==> config.mk <==
export PLATFORM = sky130hd
export DESIGN_NAME = mem_block_mover
export DESIGN_NICKNAME = d
export VERILOG_FILES = /design/src/rtl/mem_block_mover.sv
export SDC_FILE = /design/constraint.sdc
export NUM_CORES = 1
export LEC_CHECK = 0
export CAP_MARGIN = 30
export CORE_UTILIZATION = 23
export CTS_BUF_LIST = sky130_fd_sc_hd__clkbuf_4 sky130_fd_sc_hd__clkbuf_8
export DETAILED_ROUTE_END_ITERATION = 8
export PLACE_DENSITY_LB_ADDON = 0.05
export REMOVE_ABC_BUFFERS = 1
export SLEW_MARGIN = 20
export SYNTH_ARGS = -nofsm -noshare
export SYNTH_HDL_FRONTEND = slang
export SYNTH_SLANG_ARGS = --single-unit
==> constraint.sdc <==
create_clock -name CLK -period 3.12 [get_ports CLK]
set_input_delay 0.624 -clock CLK [delete_from_list [all_inputs] [get_ports CLK]]
set_output_delay 0.624 -clock CLK [all_outputs]
set_load 0.01 [all_outputs]
==> src/rtl/mem_block_mover.sv <==
// Block copy / fill bus master for the shared data memory.
// Latency: copy 2*Len busy cycles, fill Len busy cycles, then one Done cycle.
// No backpressure: the memory answers combinationally, Start is ignored unless idle.
//
// Ports:
//   CLK, Reset                 clock, asynchronous active-high reset
//   Start, Mode                request pulse; 0 = copy, 1 = fill
//   SrcAddr, DstAddr, Len      block parameters (Len = byte count, 0 allowed)
//   FillVal                    fill constant
//   Busy, Done, Checksum       status; Busy doubles as the memory grant request
//   MemAddr, MemRead,
//   MemWrite, MemWrData        memory master port
//   MemRdData                  combinational read data from memory
module mem_block_mover #(
    parameter int AW = 8,
    parameter int DW = 8
) (
    input  logic          CLK,
    input  logic          Reset,
    input  logic          Start,
    input  logic          Mode,
    input  logic [AW-1:0] SrcAddr,
    input  logic [AW-1:0] DstAddr,
    input  logic [AW-1:0] Len,
    input  logic [DW-1:0] FillVal,
    output logic          Busy,
    output logic          Done,
    output logic [DW-1:0] Checksum,
    output logic [AW-1:0] MemAddr,
    output logic          MemRead,
    output logic          MemWrite,
    output logic [DW-1:0] MemWrData,
    input  logic [DW-1:0] MemRdData
);

    typedef enum logic [2:0] {
        IDLE = 3'd0,
        RD   = 3'd1,
        WR   = 3'd2,
        FILL = 3'd3,
        DONE = 3'd4
    } state_t;

    state_t        state;
    state_t        stateNext;

    // The operating mode is captured by the choice of RD vs FILL, so it needs
    // no register of its own.
    logic [AW-1:0] srcReg;
    logic [AW-1:0] dstReg;
    logic [AW-1:0] lenReg;
    logic [DW-1:0] fillReg;
    logic [AW-1:0] idx;
    logic [DW-1:0] holdReg;
    logic [DW-1:0] checksumReg;

    logic [AW-1:0] idxNext;
    logic          lastByte;
    logic          startAccept;

    assign idxNext     = idx + AW'(1);
    // Len <= 2^AW-1, so idx+1 never wraps before matching.
    assign lastByte    = (idxNext == lenReg);
    assign startAccept = (state == IDLE) && Start;

    // State register
    always_ff @(posedge CLK or posedge Reset) begin
        if (Reset) begin
            state <= IDLE;
        end else begin
            state <= stateNext;
        end
    end

    // Next-state logic
    always_comb begin
        stateNext = state;
        case (state)
            IDLE: begin
                if (Start) begin
                    if (Len == '0) begin
                        stateNext = DONE;
                    end else if (Mode) begin
                        stateNext = FILL;
                    end else begin
                        stateNext = RD;
                    end
                end
            end
            RD:      stateNext = WR;
            WR:      stateNext = lastByte ? DONE : RD;
            FILL:    stateNext = lastByte ? DONE : FILL;
            DONE:    stateNext = IDLE;
            default: stateNext = IDLE;
        endcase
    end

    // Parameter latch, index, read hold and checksum
    always_ff @(posedge CLK or posedge Reset) begin
        if (Reset) begin
            srcReg      <= '0;
            dstReg      <= '0;
            lenReg      <= '0;
            fillReg     <= '0;
            idx         <= '0;
            holdReg     <= '0;
            checksumReg <= '0;
        end else if (startAccept) begin
            srcReg      <= SrcAddr;
            dstReg      <= DstAddr;
            lenReg      <= Len;
            fillReg     <= FillVal;
            idx         <= '0;
            checksumReg <= '0;
        end else begin
            case (state)
                RD: holdReg <= MemRdData;
                WR: begin
                    idx         <= idxNext;
                    checksumReg <= checksumReg + holdReg;
                end
                FILL: begin
                    idx         <= idxNext;
                    checksumReg <= checksumReg + fillReg;
                end
                default: ;
            endcase
        end
    end

    // Outputs: purely a function of state so reset clears them immediately.
    always_comb begin
        Busy      = 1'b0;
        Done      = 1'b0;
        MemAddr   = '0;
        MemRead   = 1'b0;
        MemWrite  = 1'b0;
        MemWrData = '0;
        case (state)
            RD: begin
                Busy    = 1'b1;
                MemRead = 1'b1;
                MemAddr = srcReg + idx;
            end
            WR: begin
                Busy      = 1'b1;
                MemWrite  = 1'b1;
                MemAddr   = dstReg + idx;
                MemWrData = holdReg;
            end
            FILL: begin
                Busy      = 1'b1;
                MemWrite  = 1'b1;
                MemAddr   = dstReg + idx;
                MemWrData = fillReg;
            end
            DONE:    Done = 1'b1;
            default: ;
        endcase
    end

    assign Checksum = checksumReg;

endmodule
==> results by group <==
Worst setup path
  • Setup slack, reg-to-reg: 0.23 ns
  • Cell-by-cell trace of the critical path: nand2b_4 > inv_4 > nand2_2 > nand2_2 > ha_4 > inv_2 > fa_2 > nor2b_4 > o21ai_2 > a21boi_2 > o21a_1 > nor3_2 > nor3_1 > buf_2
  • Delay of the slowest critical-path stage: around 0.38 ns
  • Master of the slowest instance on the critical path: sky130_fd_sc_hd__dfrtp_1
  • Critical path buffers and inverters: 3
  • Critical path start-end classification: reg -> out
  • Signal arrival time at the worst endpoint: between 2 and 3 ns
  • Worst-path fanout max: 4
  • Cell family contributing the most delay on the critical path: simple AND/OR/NAND/NOR gates
  • Kind of capture point of the worst setup path: output pin
  • Most numerous cell on the critical path: sky130_fd_sc_hd__nand2_2
  • CP startpoint kind: flop
  • Worst Path Required: 2.50 ns

Timing
  • Setup ws final: -0.0911 ns
  • Worst slew margin relative to its limit: 46.5%
  • Count of final hold-check violations: 0
  • Post-layout min period: approximately 3.2 ns
  • Smallest hold slack: about 0.48 ns
  • Worst-case clock skew: 0.0104 ns
  • Final Setup Violations: 2
  • Setup repair after global routing missed its margin: yes
  • Fin. max-slew vios: 0
  • Post-route clock period utilization: 103%
  • Max Clock Freq: 311 MHz
  • Worst Max-Slew Pin Slew: 0.801 ns
  • Total negative setup slack: -0.0921 ns

Floorplanning
  • Placeable Area: 0.0146 mm2
  • Starting density of the core: 23.6%
  • Number of top-level pins: approximately 70
  • Die Wd: 124 um
  • Die span in y: 124 um
  • Total number of placement rows: 44
  • Die area: 0.0155 mm2

GRT
  • Global-route wire length before repair: 17100 um
  • Global routing usage summed across all routing layers: 14.3%
  • Total congestion overflow: 0
  • Maximum number of pins on one net before global-route repair: 36
  • Number of antenna violations at the first check in global routing: 0
  • Number of global-route vias before repair: 3196

Clock network
  • Clock buffers created by TritonCTS: 9
  • Clock Latency Late Sink: approximately 0.36 ns
  • Clock Pin Slew Worst Setup and Hold Paths: 0.08 ns
  • Clock tree from TritonCTS: done
  • CTS HTree Levels: 3
  • Clk buf depth: 2
  • Clock tree root buffer cell: sky130_fd_sc_hd__clkbuf_8
  • Clk sinks: 59
  • Number of hold buffers added after CTS: 0

Logic synthesis
  • Synth area leaders: sky130_fd_sc_hd__dfrtp_1 (43%), sky130_fd_sc_hd__nand2_1 (14%), sky130_fd_sc_hd__ha_1 (5.4%), sky130_fd_sc_hd__mux2_2 (4.9%), sky130_fd_sc_hd__mux2i_1 (3.5%)
  • Number of warnings printed during yosys synthesis: 0
  • Average cell area after synthesis: 8.54 um2
  • Leading area contributor after synthesis: sky130_fd_sc_hd__dfrtp_1
  • Syn Inst Count: 404
  • Count of state elements after synthesis: a little under 60
  • Most instantiated flip-flop cell in the synthesis netlist: sky130_fd_sc_hd__dfrtp_1
  • Number of synthesized flops with an enable pin: 0
  • Cell area after technology mapping: 0.00345 mm2
  • Fraction of the yosys area taken by sequential cells: 42.8%
  • Post-synth ARST share: 100%
  • Area share of the leading cell type in the synthesized netlist: 42.8%
  • Count of cell types in the netlist: 42

Power and ir drop
  • Power share of the combinational group: slightly below 60%
  • Static leakage: 2.28 nW
  • Power Internal: 3.31 mW
  • Clock power frac: between 10% and 20%
  • Worst vdd rail ir drop: 0.000419 V
  • Net switching component of the power: 2.26 mW
  • PwrDens: ~1100 mW/mm2
  • Switching fraction of total power: approximately 41%
  • Relative contribution of sequential cells to total power: 25.5%

Detailed routing
  • Post-route DRC violation count: 0
  • Drt pass-1 iters: 6
  • Total routed wirelength: between 10000 and 15000 um
  • Drt first-iter violations: 80
  • WL per Instance: around 15 um
  • Via count of the routed design: 3009
  • Antenna-violating nets left: 0
  • Detailed-route vias per instance: 4.40

Status
  • Status: finished with violations
  • Violated checks: negative setup slack

Placed design
  • Setup WS pre-CTS: -0.341 ns
  • DPL Wire Length: ~7400 um
  • Gpl congestion: 0.802
  • IO Port Bufs: a little over 70

Finish
  • Total Nets Final: 556
  • Filler cell count in the final layout: 1567
  • Most frequent cells in the layout: sky130_fd_sc_hd__nand2_1 (123), sky130_fd_sc_hd__clkdlybuf4s50_1 (65), sky130_fd_sc_hd__dfrtp_1 (59)
  • Antenna fix cells: 0
  • Share of cells above drive strength 1: 17.4%
  • Synth-to-layout area growth: 41.0%
  • Most common library cell in the layout ignoring fill and taps: sky130_fd_sc_hd__nand2_1

Hold path
  • Path type of the worst min-delay path: reg -> reg

Run
  • Max capacitance violation total: 0
-- through the flow --
stage          total power [mW]  utilization (%)  instances  instance area (um2)
3_3_place_gp               4.63             30.9        665                 4510
6_report                   5.57             33.3        684                 4860
3_5_place_dp               4.63             30.9        665                 4510
5_1_grt                    6.10             33.3        684                 4860
2_1_floorplan              3.22                -        386                 3380
4_1_cts                    5.58             32.8        682                 4790
-- kinds of logic (layout without fill, tap and decap cells) --
| family | Yosys count | in the layout | synth area share [%] |
|---|---|---|---|
| fa+ha+maj | 17 | 17 | 6.60 |
| xor+xnor | 15 | 15 | 3.81 |
| flops | 59 | 59 | 42.8 |
| buf+inv | 34 | 130 | 3.77 |
| simple gates | 192 | 192 | 24.0 |
| mux | 27 | 27 | 8.38 |
| compound gates | 60 | 60 | 10.6 |
-- cell type report --
type / count / area (um2) / share of cell area (%)
multi-input cells: 311 / 1940 / 39.9
flip-flops and latches: 59 / 1480 / 30.4
repair buffers: 98 / 905 / 18.6
well taps: 184 / 230 / 4.74
clock inverters: 7 / 125 / 2.57
clock buffers: 9 / 124 / 2.55
inverters: 16 / 62.6 / 1.29
-- power groups by stage --
| stage | Sequential (mW) | Combinational, mW | Clock (mW) |
|---|---|---|---|
| 2_1_floorplan | 1.38 | 1.83 | 0 |
| 3_3_place_gp | 1.43 | 3.20 | 0 |
| 3_5_place_dp | 1.42 | 3.20 | 0 |
| 4_1_cts | 1.42 | 3.23 | 0.924 |
| 5_1_grt | 1.47 | 3.67 | 0.960 |
| 6_report | 1.42 | 3.26 | 0.893 |
-- path summary, 6_finish.rpt --
kind / startpoint / end / cells past startpoint
max: state[2]$_DFFE_PP0P_ / MemAddr[6] / 14
min: srcReg[6]$_DFFE_PP0P_ / srcReg[6]$_DFFE_PP0P_ / 2
max reg2reg: state[1]$_DFFE_PP0P_ / Checksum[7]$_DFFE_PP0P_ / 13
min reg2reg: srcReg[6]$_DFFE_PP0P_ / srcReg[6]$_DFFE_PP0P_ / 2
max in group asynchronous: Reset / srcReg[7]$_DFFE_PP0P_ / 3
min in group asynchronous: Reset / holdReg[3]$_DFFE_PP0P_ / 2
-- metal layers --
layer,track usage (%),part of all wire (%),wire length [um],vias to the layer above
li1,-,-,-,1529
met1,18.4,48,5040,1416
met2,23.0,46,4840,56
met3,4.68,4.8,499,8
met4,3.61,1.0,106,0
met5,0,0,0,-
-- cell usage after synthesis, drive strengths merged (2+ instances only) --
cell,n
dfrtp,59
nor2,21
a21oi,8
o22ai,2
nor4,2
mux2,15
ha,15
nand3,11
clkbuf,15
xnor2,9
o21ai,24
o21a,5
o31ai,5
mux2i,12
buf,3
and2,2
and3,4
a31oi,5
fa,2
nand2,130
xor2,6
a21boi,2
nor3,7
inv,16
a21o,5
nor2b,3
nand2b,5
-- registers in the layout (all words and copies together), names as in the netlist --
register  flops
Checksum      8
dstReg        8
fillReg       8
holdReg       8
idx           8
lenReg        8
srcReg        8
state         3
-- what timing repair did --
item                       CTS  global route
gates resized for setup     31            19
cloned                       0             0
setup endpoints to repair    7             8
buffers inserted             1             4
pin swaps                   12            14
-- tightest hold or removal path, delay by kind of cell, from the launching register on --
kind	cells	cell delay (ns)
flops	1	0.34
simple gates	2	0.10
No activity file was read; power rests on OpenSTA's default activity.
==> RTL change 1, RTL diff (same flow settings) <==
Register the input `Len` before use. The logic sees it one clock later. The other inputs are not delayed to match. Comments in the files are not updated.
--- a/src/rtl/mem_block_mover.sv
+++ b/src/rtl/mem_block_mover.sv
@@ -41,6 +41,12 @@
         DONE = 3'd4
     } state_t;
 
+    logic [AW-1:0] Len_q;
+
+    always_ff @(posedge CLK) begin
+        Len_q <= Len;
+    end
+
     state_t        state;
     state_t        stateNext;
 
@@ -78,7 +84,7 @@
         case (state)
             IDLE: begin
                 if (Start) begin
-                    if (Len == '0) begin
+                    if (Len_q == '0) begin
                         stateNext = DONE;
                     end else if (Mode) begin
                         stateNext = FILL;
@@ -108,7 +114,7 @@
         end else if (startAccept) begin
             srcReg      <= SrcAddr;
             dstReg      <= DstAddr;
-            lenReg      <= Len;
+            lenReg      <= Len_q;
             fillReg     <= FillVal;
             idx         <= '0;
             checksumReg <= '0;
Behaviour: not the same (Yosys sat finds a counterexample within 4 cycles, from zero or initial values and one cycle with Reset high).
==> RTL change 1 against the unedited design <==
The flow still finishes with violations (setup timing). Routed wire length fell by 6.2%. Design area grew 2.9%. Sequential power rose by 7%. Core utilization shrank 0.55 points. Sequential cell count rose by 8. Cell count is 4.7% lower. Highest routed layer unchanged. Global-route usage shrank 1.3 points. Synthesized cell count is 14% lower. Critical path depth unchanged. Sequential share of layout area rose by 2.4 points. Clock power is 18% lower. Total power is 2.7% higher. Synthesized area is 4.9% higher. Setup slack improved by 17 ps.
==> RTL change 1: results (changes against the unedited design) <==
The met1 layer usage reported by global route is 0.163 (was 0.184). The startpoint of the worst hold path was Len_q[7]$_DFF_P_ (was srcReg[6]$_DFFE_PP0P_). The cell area after placement came out at 0.00469 mm2 (was 0.00451 mm2). The fraction of registers with async set or reset after synthesis came out at 0.881 (was 1.00).

The critical path arrival came out at 2570 ps (was 2590 ps). The number of DRC markers in iteration 0 was 63 (was 80). The global-route track usage on met3 came to 0.0272 (was 0.0468). The post-route clock skew came out at 7.51 ps (was 10.4 ps). Status: complete, but fails checks (unchanged).

The routed length on met1 is 4670 um (was 5040 um). The peak supply drop is 0.000584 V (was 0.000419 V). The number of vias after detailed routing is 2851 (was 3009).

The number of different library cells in the post-synthesis netlist came out at 47 (was 42). The relative contribution of combinational cells to total power is 0.606 (was 0.585). The switching power as a share of total power is 0.400 (was 0.407).

The routability-driven placement congestion ratio is 0.769 (was 0.802). The worst slew margin relative to its limit was 0.545 (was 0.465). The pre-CTS setup slack is -442 ps (was -341 ps). The global-route track usage on met2 is 0.215 (was 0.230). Top area cells in the synthesized netlist: dfrtp_1 (41%), mux2_2 (14%), ha_1 (5.2%), dfxtp_1 (4.4%), nand2_1 (4.4%) (was dfrtp_1 (43%), nand2_1 (14%), ha_1 (5.4%), mux2_2 (4.9%), mux2i_1 (3.5%)). The number of endpoints failing setup at the final stage came to 1 (was 2).

The final routed wire length divided by cell count is 15.1 um (was 15.3 um). Failing checks: setup timing (unchanged). The post-layout worst setup margin is -74.3 ps (was -91.1 ps). The reg-to-reg startpoint is state[2]$_DFFE_PP0P_ (was state[1]$_DFFE_PP0P_). The number of nets in the layout is 497 (was 556). The sequential logic power came out at 1.52 mW (was 1.42 mW).

The leakage power figure is 2.13 nW (was 2.28 nW). The synthesized area per cell is 10.4 um2 (was 8.54 um2). The family of cells with the greatest summed delay on the critical path was compound AO/OA/AOI/OAI gates (was simple AND/OR/NAND/NOR gates). The fraction of final layout cells with drive strength greater than 1 came out at 0.261 (was 0.174). The final HPWL from detailed placement came out at 7180 um (was 7370 um). The wire length of the first global-routing pass came to 15700 um (was 17100 um). The all-layer global routing usage is 0.130 (was 0.143).
==> RTL change 1: cell count changes in the layout (fill, tap and decap cells not counted), sizes merged, moves of 4 or more <==
cell	change
clkbuf	+5
nand3	-6
buf	-4
dfxtp	+8
nand2b	-4
a211oi	+7
nor2	+5
mux2	+31
inv	-4
nand2	-88
==> RTL change 1: worst min path at each step <==
stage / end / slack, ps / cells after the start
2_1_floorplan: lenReg[7]$_DFFE_PP0P_ / 430 / 2
3_3_place_gp: lenReg[7]$_DFFE_PP0P_ / 470 / 2
3_5_place_dp: lenReg[7]$_DFFE_PP0P_ / 470 / 2
4_1_cts: lenReg[7]$_DFFE_PP0P_ / 480 / 2
5_1_grt: lenReg[7]$_DFFE_PP0P_ / 520 / 2
6_report: lenReg[7]$_DFFE_PP0P_ / 480 / 2
==> RTL change 1: cells by family (layout without fill, tap and decap cells) <==
group / after synthesis / in the layout / synth area share
and+or+nand+nor: 101 / 101 / 0.129
adders and majority gates: 17 / 17 / 0.0630
xor gates and xnor gates: 15 / 15 / 0.0363
AOI/OAI and AO/OA: 60 / 60 / 0.111
muxes: 56 / 56 / 0.171
buffers and inverters: 32 / 125 / 0.0380
DFF: 67 / 67 / 0.452
==> RTL change 1: layout make-up <==
| class | count | area [um2] | area share |
|---|---|---|---|
| tap | 211 | 264 | 0.0528 |
| clock buffer | 15 | 194 | 0.0388 |
| multi-input combinational | 249 | 1960 | 0.391 |
| timing repair buffer | 95 | 890 | 0.178 |
| inverter | 14 | 53.8 | 0.0108 |
| sequential | 67 | 1640 | 0.327 |
| clock inverter | 1 | 5.00 | 0.00100 |
==> RTL change 1: timing repair <==
item	CTS	global route
buffers inserted	0	2
resized for setup	33	10
endpoints found under the setup margin	7	5
cloned	0	0
pin swaps	12	11
==> RTL change 2, RTL diff (same flow settings) <==
Made on the original files. Change the parameter `DW` from 8 to 9.
--- a/src/rtl/mem_block_mover.sv
+++ b/src/rtl/mem_block_mover.sv
@@ -13,7 +13,7 @@
 //   MemRdData                  combinational read data from memory
 module mem_block_mover #(
     parameter int AW = 8,
-    parameter int DW = 8
+    parameter int DW = 9
 ) (
     input  logic          CLK,
     input  logic          Reset,
Interface: changed (resized Checksum, FillVal, MemRdData and MemWrData); port bits go from 72 to 76. No check against the original RTL was run, so the function may have changed too.
==> RTL change 2 against the unedited design <==
Sequential cell count is 3 higher. Routed wire length is 5.6% higher. Synthesized area is 8.2% higher. Via count is 8.4% higher. Sequential power is 4% higher. Setup slack better by 200 ps. Design area is 6.0% higher. Total power is 3.4% higher. Largest power group unchanged. Highest routed layer unchanged.
==> RTL change 2: results (changes against the unedited design) <==
The leakage power figure is 2.40 nW (was 2.28 nW). The number of buffers outside the clock class in the layout came out at 100 (was 98). The number of different library cells in the post-synthesis netlist came out at 43 (was 42).

The number of DRC markers in iteration 0 is 127 (was 80). The final routed wire length divided by cell count is 14.8 um (was 15.3 um). The all-layer global routing usage is 0.146 (was 0.143). The number of clock buffers in the layout is 14 (was 9). The clock sink total is 62 (was 59).

The total clock buffers created by CTS is 9 (unchanged). The register share of total power is 0.256 (was 0.255). The sequential logic power is 1.47 mW (was 1.42 mW).

The end point of the worst hold path is srcReg[7]$_DFFE_PP0P_ (was srcReg[6]$_DFFE_PP0P_). The final clock period utilization by the worst path came to 0.967 (was 1.03). The peak supply drop came out at 0.000404 V (was 0.000419 V). The synthesized area per cell is 8.52 um2 (was 8.54 um2). The number of nets in the layout is 594 (was 556). The number of port buffers is 75 (was 71). The startpoint of the worst hold path is srcReg[7]$_DFFE_PP0P_ (was srcReg[6]$_DFFE_PP0P_). The proportion of cell area spent on the clock network is 0.0347 (was 0.0512).

The die boundary width came out at 129 um (was 124 um). The final-layout worst hold slack came out at 473 ps (was 478 ps). The via density per instance came out at 4.36 (was 4.40). The cell area after placement came to 0.00483 mm2 (was 0.00451 mm2). The post-synthesis sequential area ratio is 0.416 (was 0.428). The cell-internal power came out at 3.33 mW (was 3.31 mW). The number of global-route vias before repair is 3419 (was 3196). The number of instances in the placed design is 729 (was 665). The fill cell total of the finished layout came out at 1737 (was 1567). The largest driver fanout on the critical path is 5 (was 4). The fraction of final layout cells with drive strength greater than 1 is 0.163 (was 0.174).

The non-clock buffer contribution to total cell area is 0.185 (was 0.186). The final HPWL from detailed placement came out at 7900 um (was 7370 um). The endpoint of the most critical register-to-register path is Checksum[8]$_DFFE_PP0P_ (was Checksum[7]$_DFFE_PP0P_).

Top area cells in the synthesized netlist: dfrtp_1 (42%), nand2_1 (13%), ha_1 (5.7%), mux2_2 (5.1%), mux2i_1 (3.2%) (was dfrtp_1 (43%), nand2_1 (14%), ha_1 (5.4%), mux2_2 (4.9%), mux2i_1 (3.5%)). The routability-driven placement congestion ratio is 0.722 (was 0.802). Status: finished, final reports clean (was complete, but fails checks).

The worst slew margin relative to its limit was 0.584 (was 0.465). The number of multi-input combinational cells in the layout came out at 340 (was 311). The final core utilization was 0.324 (was 0.333). Synth cell count leaders: nand2_1 (134), dfrtp_1 (62), nor2_1 (30), o21ai_0 (20) (was nand2_1 (129), dfrtp_1 (59), o21ai_0 (24), nor2_1 (21)). The relative contribution of combinational cells to total power is 0.629 (was 0.585).

The post-route clock skew came out at 7.74 ps (was 10.4 ps).
RTL change 2: timing repair:
item,CTS,global route
endpoints found under the setup margin,7,5
buffers inserted,3,2
cloned,0,0
resized for setup,35,14
pin swaps,6,9
RTL change 2: cells by family (layout without fill, tap and decap cells):
family,Yosys count,after routing,synth area share
buffers and inverters,36,131,0.0382
multiplexers,29,29,0.0835
AO/OA/AOI/OAI,57,57,0.0969
flip-flops,62,62,0.416
XOR/XNOR,17,17,0.0399
adder cells (fa/ha/maj),19,19,0.0677
AND/OR/NAND/NOR,218,218,0.258
RTL change 2: metal layers:
layer,vias up,part of all wire,wire length (um),track usage
met1,1527,0.47,5210,0.184
met2,74,0.47,5250,0.243
met5,-,0,0,0
met4,0,0.011,121,0.0415
met3,11,0.046,506,0.0396
li1,1651,-,-,-
RTL change 2: critical path: cells and delay by family (launching register included):
family / cells / cell delay, ps
simple gates: 6 / 760
flops: 1 / 380
fa+ha+maj: 2 / 380
buf+inv: 3 / 310
compound gates: 2 / 220
